$ cat src/rtl/pipelined_addsub.sv
// pipelined_addsub
//   Carry-segmented pipelined adder/subtractor. The N-bit carry chain is cut
//   into SEG-bit segments; stage k resolves segment k using the carry that
//   stage k-1 registered. Upper operand bits ride along in skew registers and
//   finished lower sum bits in de-skew registers, so the last stage presents a
//   complete result. The whole pipeline advances in lock-step under a single
//   valid/ready handshake.
//
// Ports
//   clk        clock, rising edge
//   rst        asynchronous active-high reset
//   in_valid   operand beat present
//   in_ready   pipeline can take a beat this cycle (= !out_valid || out_ready)
//   a, b       N-bit operands
//   op         00 a+b, 01 a-b, 10 a+b+cin, 11 a-b-cin (cin as borrow)
//   cin        carry/borrow in, used by op 10/11 only
//   out_valid  result beat present
//   out_ready  consumer takes the result this cycle
//   sum        N-bit result modulo 2^N
//   cout       carry out of bit N-1 (subtract: 1 = no borrow)
//   ovf        two's-complement overflow

module pipelined_addsub #(
   parameter int N   = 20,
   parameter int SEG = 4
) (
   input  logic         clk,
   input  logic         rst,
   input  logic         in_valid,
   output logic         in_ready,
   input  logic [N-1:0] a,
   input  logic [N-1:0] b,
   input  logic [1:0]   op,
   input  logic         cin,
   output logic         out_valid,
   input  logic         out_ready,
   output logic [N-1:0] sum,
   output logic         cout,
   output logic         ovf
);

   localparam int unsigned STAGES = (N + SEG - 1) / SEG;
   localparam int unsigned LAST_W = N - (STAGES - 1) * SEG;
   localparam logic [N:0]  ONE    = {{N{1'b0}}, 1'b1};

   // Stage registers: operand skew copies, partial sum, carry, valid.
   logic [N-1:0] a_r [STAGES];
   logic [N-1:0] b_r [STAGES];
   logic [N-1:0] s_r [STAGES];
   logic         c_r [STAGES];
   logic         v_r [STAGES];
   logic         ovf_r;

   // Per-stage inputs (stage 0 from the ports, stage k from stage k-1).
   logic [N-1:0] a_i [STAGES];
   logic [N-1:0] b_i [STAGES];
   logic [N-1:0] s_i [STAGES];
   logic         c_i [STAGES];
   logic         v_i [STAGES];

   // Per-stage results to be registered.
   logic [N-1:0] s_n [STAGES];
   logic         c_n [STAGES];
   logic         ovf_n;

   logic         c0;
   logic         adv;

   assign adv       = !v_r[STAGES-1] || out_ready;
   assign in_ready  = adv;
   assign out_valid = v_r[STAGES-1];
   assign sum       = s_r[STAGES-1];
   assign cout      = c_r[STAGES-1];
   assign ovf       = ovf_r;

   always_comb begin
      c0 = 1'b0;
      unique case (op)
         2'b00:   c0 = 1'b0;
         2'b01:   c0 = 1'b1;
         2'b10:   c0 = cin;
         default: c0 = ~cin;
      endcase
   end

   always_comb begin
      a_i[0] = a;
      b_i[0] = op[0] ? ~b : b;
      s_i[0] = '0;
      c_i[0] = c0;
      v_i[0] = in_valid;
      for (int unsigned k = 1; k < STAGES; k++) begin
         a_i[k] = a_r[k-1];
         b_i[k] = b_r[k-1];
         s_i[k] = s_r[k-1];
         c_i[k] = c_r[k-1];
         v_i[k] = v_r[k-1];
      end
   end

   // Segment adders. Each works on a masked, shifted copy of the full operand
   // so one loop body covers every stage including a narrower last segment.
   always_comb begin
      int unsigned lo;
      int unsigned w;
      logic [N:0]   mask;
      logic [N:0]   a_seg;
      logic [N:0]   b_seg;
      logic [N:0]   seg;
      logic [N-1:0] mask_n;
      lo     = 0;
      w      = 0;
      mask   = '0;
      a_seg  = '0;
      b_seg  = '0;
      seg    = '0;
      mask_n = '0;
      for (int unsigned k = 0; k < STAGES; k++) begin
         lo     = k * SEG;
         w      = (k == STAGES - 1) ? LAST_W : SEG;
         mask   = (ONE << w) - ONE;
         a_seg  = ({1'b0, a_i[k]} >> lo) & mask;
         b_seg  = ({1'b0, b_i[k]} >> lo) & mask;
         seg    = a_seg + b_seg + {{N{1'b0}}, c_i[k]};
         c_n[k] = |(seg & (ONE << w));
         mask_n = mask[N-1:0];
         s_n[k] = ((seg[N-1:0] & mask_n) << lo) | (s_i[k] & ~(mask_n << lo));
      end
   end

   // Carry into the MSB is recovered as a ^ b ^ sum at that bit.
   assign ovf_n = a_i[STAGES-1][N-1] ^ b_i[STAGES-1][N-1]
                ^ s_n[STAGES-1][N-1] ^ c_n[STAGES-1];

   always_ff @(posedge clk or posedge rst) begin
      if (rst) begin
         for (int unsigned k = 0; k < STAGES; k++) begin
            a_r[k] <= '0;
            b_r[k] <= '0;
            s_r[k] <= '0;
            c_r[k] <= 1'b0;
            v_r[k] <= 1'b0;
         end
         ovf_r <= 1'b0;
      end else if (adv) begin
         for (int unsigned k = 0; k < STAGES; k++) begin
            a_r[k] <= a_i[k];
            b_r[k] <= b_i[k];
            s_r[k] <= s_n[k];
            c_r[k] <= c_n[k];
            v_r[k] <= v_i[k];
         end
         ovf_r <= ovf_n;
      end
   end

endmodule

$ cat config.mk
export PLATFORM = sky130hd
export DESIGN_NAME = pipelined_addsub
export DESIGN_NICKNAME = d
export VERILOG_FILES = /design/src/rtl/pipelined_addsub.sv
export SDC_FILE = /design/constraint.sdc
export NUM_CORES = 1
export LEC_CHECK = 0
export CORE_MARGIN = 4
export CORE_UTILIZATION = 55
export CTS_CLUSTER_SIZE = 30
export DETAILED_ROUTE_END_ITERATION = 12
export PLACE_DENSITY = 0.74
export SYNTH_ARGS = -nofsm -noshare
export SYNTH_HDL_FRONTEND = slang
export SYNTH_SLANG_ARGS = --single-unit
export TNS_END_PERCENT = 10
$ cat constraint.sdc
create_clock -name clk -period 5.45 [get_ports clk]
set_input_delay 0.545 -clock clk [delete_from_list [all_inputs] [get_ports clk]]
set_output_delay 0.545 -clock clk [all_outputs]
set_load 0.005 [all_outputs]
==> flow_summary.toml <==
[run_status]
status = "finished clean"

[cts]
cts_tree = "done"
cts.htree.levels = 4
ctsResizeCount = 0
numCtsBuffers = 17
cts.path.max_buffers = 2
clockRootBuffer = "clkbuf_16"
path_clk_slew_ps = 60
holdBufCountCts = 0
clk_latency_ps = 420
cts.sinks = 151
cts_setup_buffers = 0

[critical_path]
startpoint_type = "input pin"
crit_type = "in -> out"
critPathCaptureType = "output port"
critPathRequiredTime_ps = 4910
worstPathArrival_ps = 2610
cp-startpoint = "out_ready"
reg2reg_from = "out_valid$_DFFE_PP0P_"
cp_max_fo = 68

[route]
drtIter0Drc = 393
vias = 4466
drt_pass1_iterations = 8
via_per_inst = 4.92
wirelength_um = 11500
drc = 0
antenna_left = 0
wl_per_cell_um = 12.7

[timing]
worstMarginPinSlew_ps = 876
setup_viol = 0
max-slew-margin-rel_pct = 41.6
period_share_pct = 57.9
finClkSkew_ps = 9.08
max_clock_freq_mhz = 317
report.final.slew_viol_count = 0
hold_viol = 0
fin_crit_ps = 3160
final.setup.tns_ps = 0
rsz0062_at_grt = "no"

[hold_path]
hold_path.class = "reg -> reg"
hp-start = "v_i[0]$_DFFE_PP0P_"

[yosys]
ys_seq_elements = 151
synth_warnings = 0
yosys-top-cells-count = "nand2_1, dfrtp_1, o21ai_0"
ys_top_cells_by_area = "dfrtp_1, nand2_1, fa_1"
synth_nets = 765
yosysSeqAreaShare_pct = 57.8
synth-edff-count = 0
synth_area_leader_cell = "dfrtp_1"
ys_types = 22
syn_area_per_cell_um2 = 9.43
synth_top_area_share_pct = 57.8
synth.most_common_cell = "nand2_1"
syn_inst = 693
netlist_area_um2 = 6530
synthFlopType = "dfrtp_1"
synthArstFlopShare_pct = 100

[floorplan]
start_util_pct = 56.7
die_area_um2 = 13700
io_pins = 71
die_w_um = 117
core_area_um2 = 11500
row_count = 39
die_h_um = 117

[finish]
area_growth_pct = 20.3
fin_area_um2 = 7860
n_antenna_cell = 0
final_layout_size_suffix_gt1_share_pct = 5.63
layout.nets = 823

[pwr]
ir_drop_uv = 239
powerDensity_nw_per_um2 = 592
p_leak_nw = 3.93

[grt]
grt_use_total_pct = 18.7
grt_pass1_vias = 4559
gr-total-overflow = 0
antenna_found_initial = 0
grt_pass1_wl_um = 20100
grt_max_degree = 105

[placement]
placed_cell_area_um2 = 7190
dpl.hpwl_um = 7330
io_buffers = 70
place_congestion = 0.789

[job]
cap_viol_max_count = 0
[cells by family (layout without fill, tap and decap cells)]
| group | after synthesis | after routing | share of synthesized area [%] |
|---|---|---|---|
| AOI/OAI and AO/OA | 60 | 60 | 5.17 |
| xor gates and xnor gates | 31 | 31 | 4.16 |
| DFF | 151 | 151 | 57.8 |
| adders and majority gates | 25 | 25 | 5.94 |
| buffers and inverters | 51 | 122 | 5.02 |
| and+or+nand+nor | 375 | 375 | 21.9 |
[where the power goes]
part	switching (W)	internal, W
logic	0.000777	0.000645
clock network	0.000445	0.000870
registers	0.000286	0.00163
[registers in the layout, indices dropped and copies added, names as in the netlist]
| signal | count |
|---|---|
| v_i | 4 |
| ovf | 1 |
| cout | 1 |
| c_i | 4 |
| b_i | 40 |
| out_valid | 1 |
| a_i | 40 |
| s_i | 40 |
| sum | 20 |
[final timing paths]
check	end	slack, ps	cells past startpoint
hold reg to reg	v_i[0]$_DFFE_PP0P_	460	2
setup reg to reg	s_i[14]$_DFFE_PP0P_	2870	6
max in group asynchronous	s_i[21]$_DFFE_PP0P_	3610	3
setup / recovery	in_ready	2290	5
hold / removal	v_i[0]$_DFFE_PP0P_	460	2
min in group asynchronous	a_i[36]$_DFFE_PP0P_	710	2
[placed cells by master (no fill, tap or decap)]
master and n:
a21o_1 6, a21oi_1 14, a21oi_2 5, buf_4 5, bufinv_16 6, clkbuf_1 2, clkbuf_16 17, clkbuf_8 1
clkdlybuf4s50_1 70, clkinv_2 1, clkinv_4 1, clkinvlp_4 4, dfrtp_1 151, fa_1 10, ha_1 15, inv_1 13
inv_4 1, inv_6 1, nand2_1 352, nand2b_1 2, nor2_1 17, nor2b_1 3, nor2b_4 1, o21ai_0 32
o21ai_1 2, o2bb2ai_1 1, xnor2_1 18, xor2_1 13
[stage by stage]
stage | instances | hold slack (ps) | setup WS [ps] | power (W) | utilization (%)
floorplan | 693 | 430 | 840 | 0.00293 | -
global placement | 875 | 442 | 2260 | 0.00327 | 62.4
detailed placement | 875 | 448 | 2230 | 0.00335 | 62.4
CTS | 907 | 461 | 2290 | 0.00470 | 68.2
global route | 907 | 475 | 2120 | 0.00502 | 68.2
finish | 907 | 462 | 2290 | 0.00465 | 68.2
[final cells by class]
class,instances,area [µm²]
Sequential cell,151,3780
Inverter,15,63.8
Clock inverter,12,224
Multi-Input combinational cell,491,2430
Timing Repair Buffer,75,738
Clock buffer,20,447
Fill cell,892,3660
Tap cell,143,179
[worst max-delay path, cell delays in order]
cell and delay (ps):
clkdlybuf4s50_1 440, nor2b_4 110, buf_4 530, inv_4 390, clkdlybuf4s50_1 560
[metal layers]
metal	global-route usage, %	wire length (µm)
met4	6.35	223
met5	0	0
met3	5.60	426
met2	30.3	5570
met1	24.2	5270
Power figures use the tool's default switching activity.
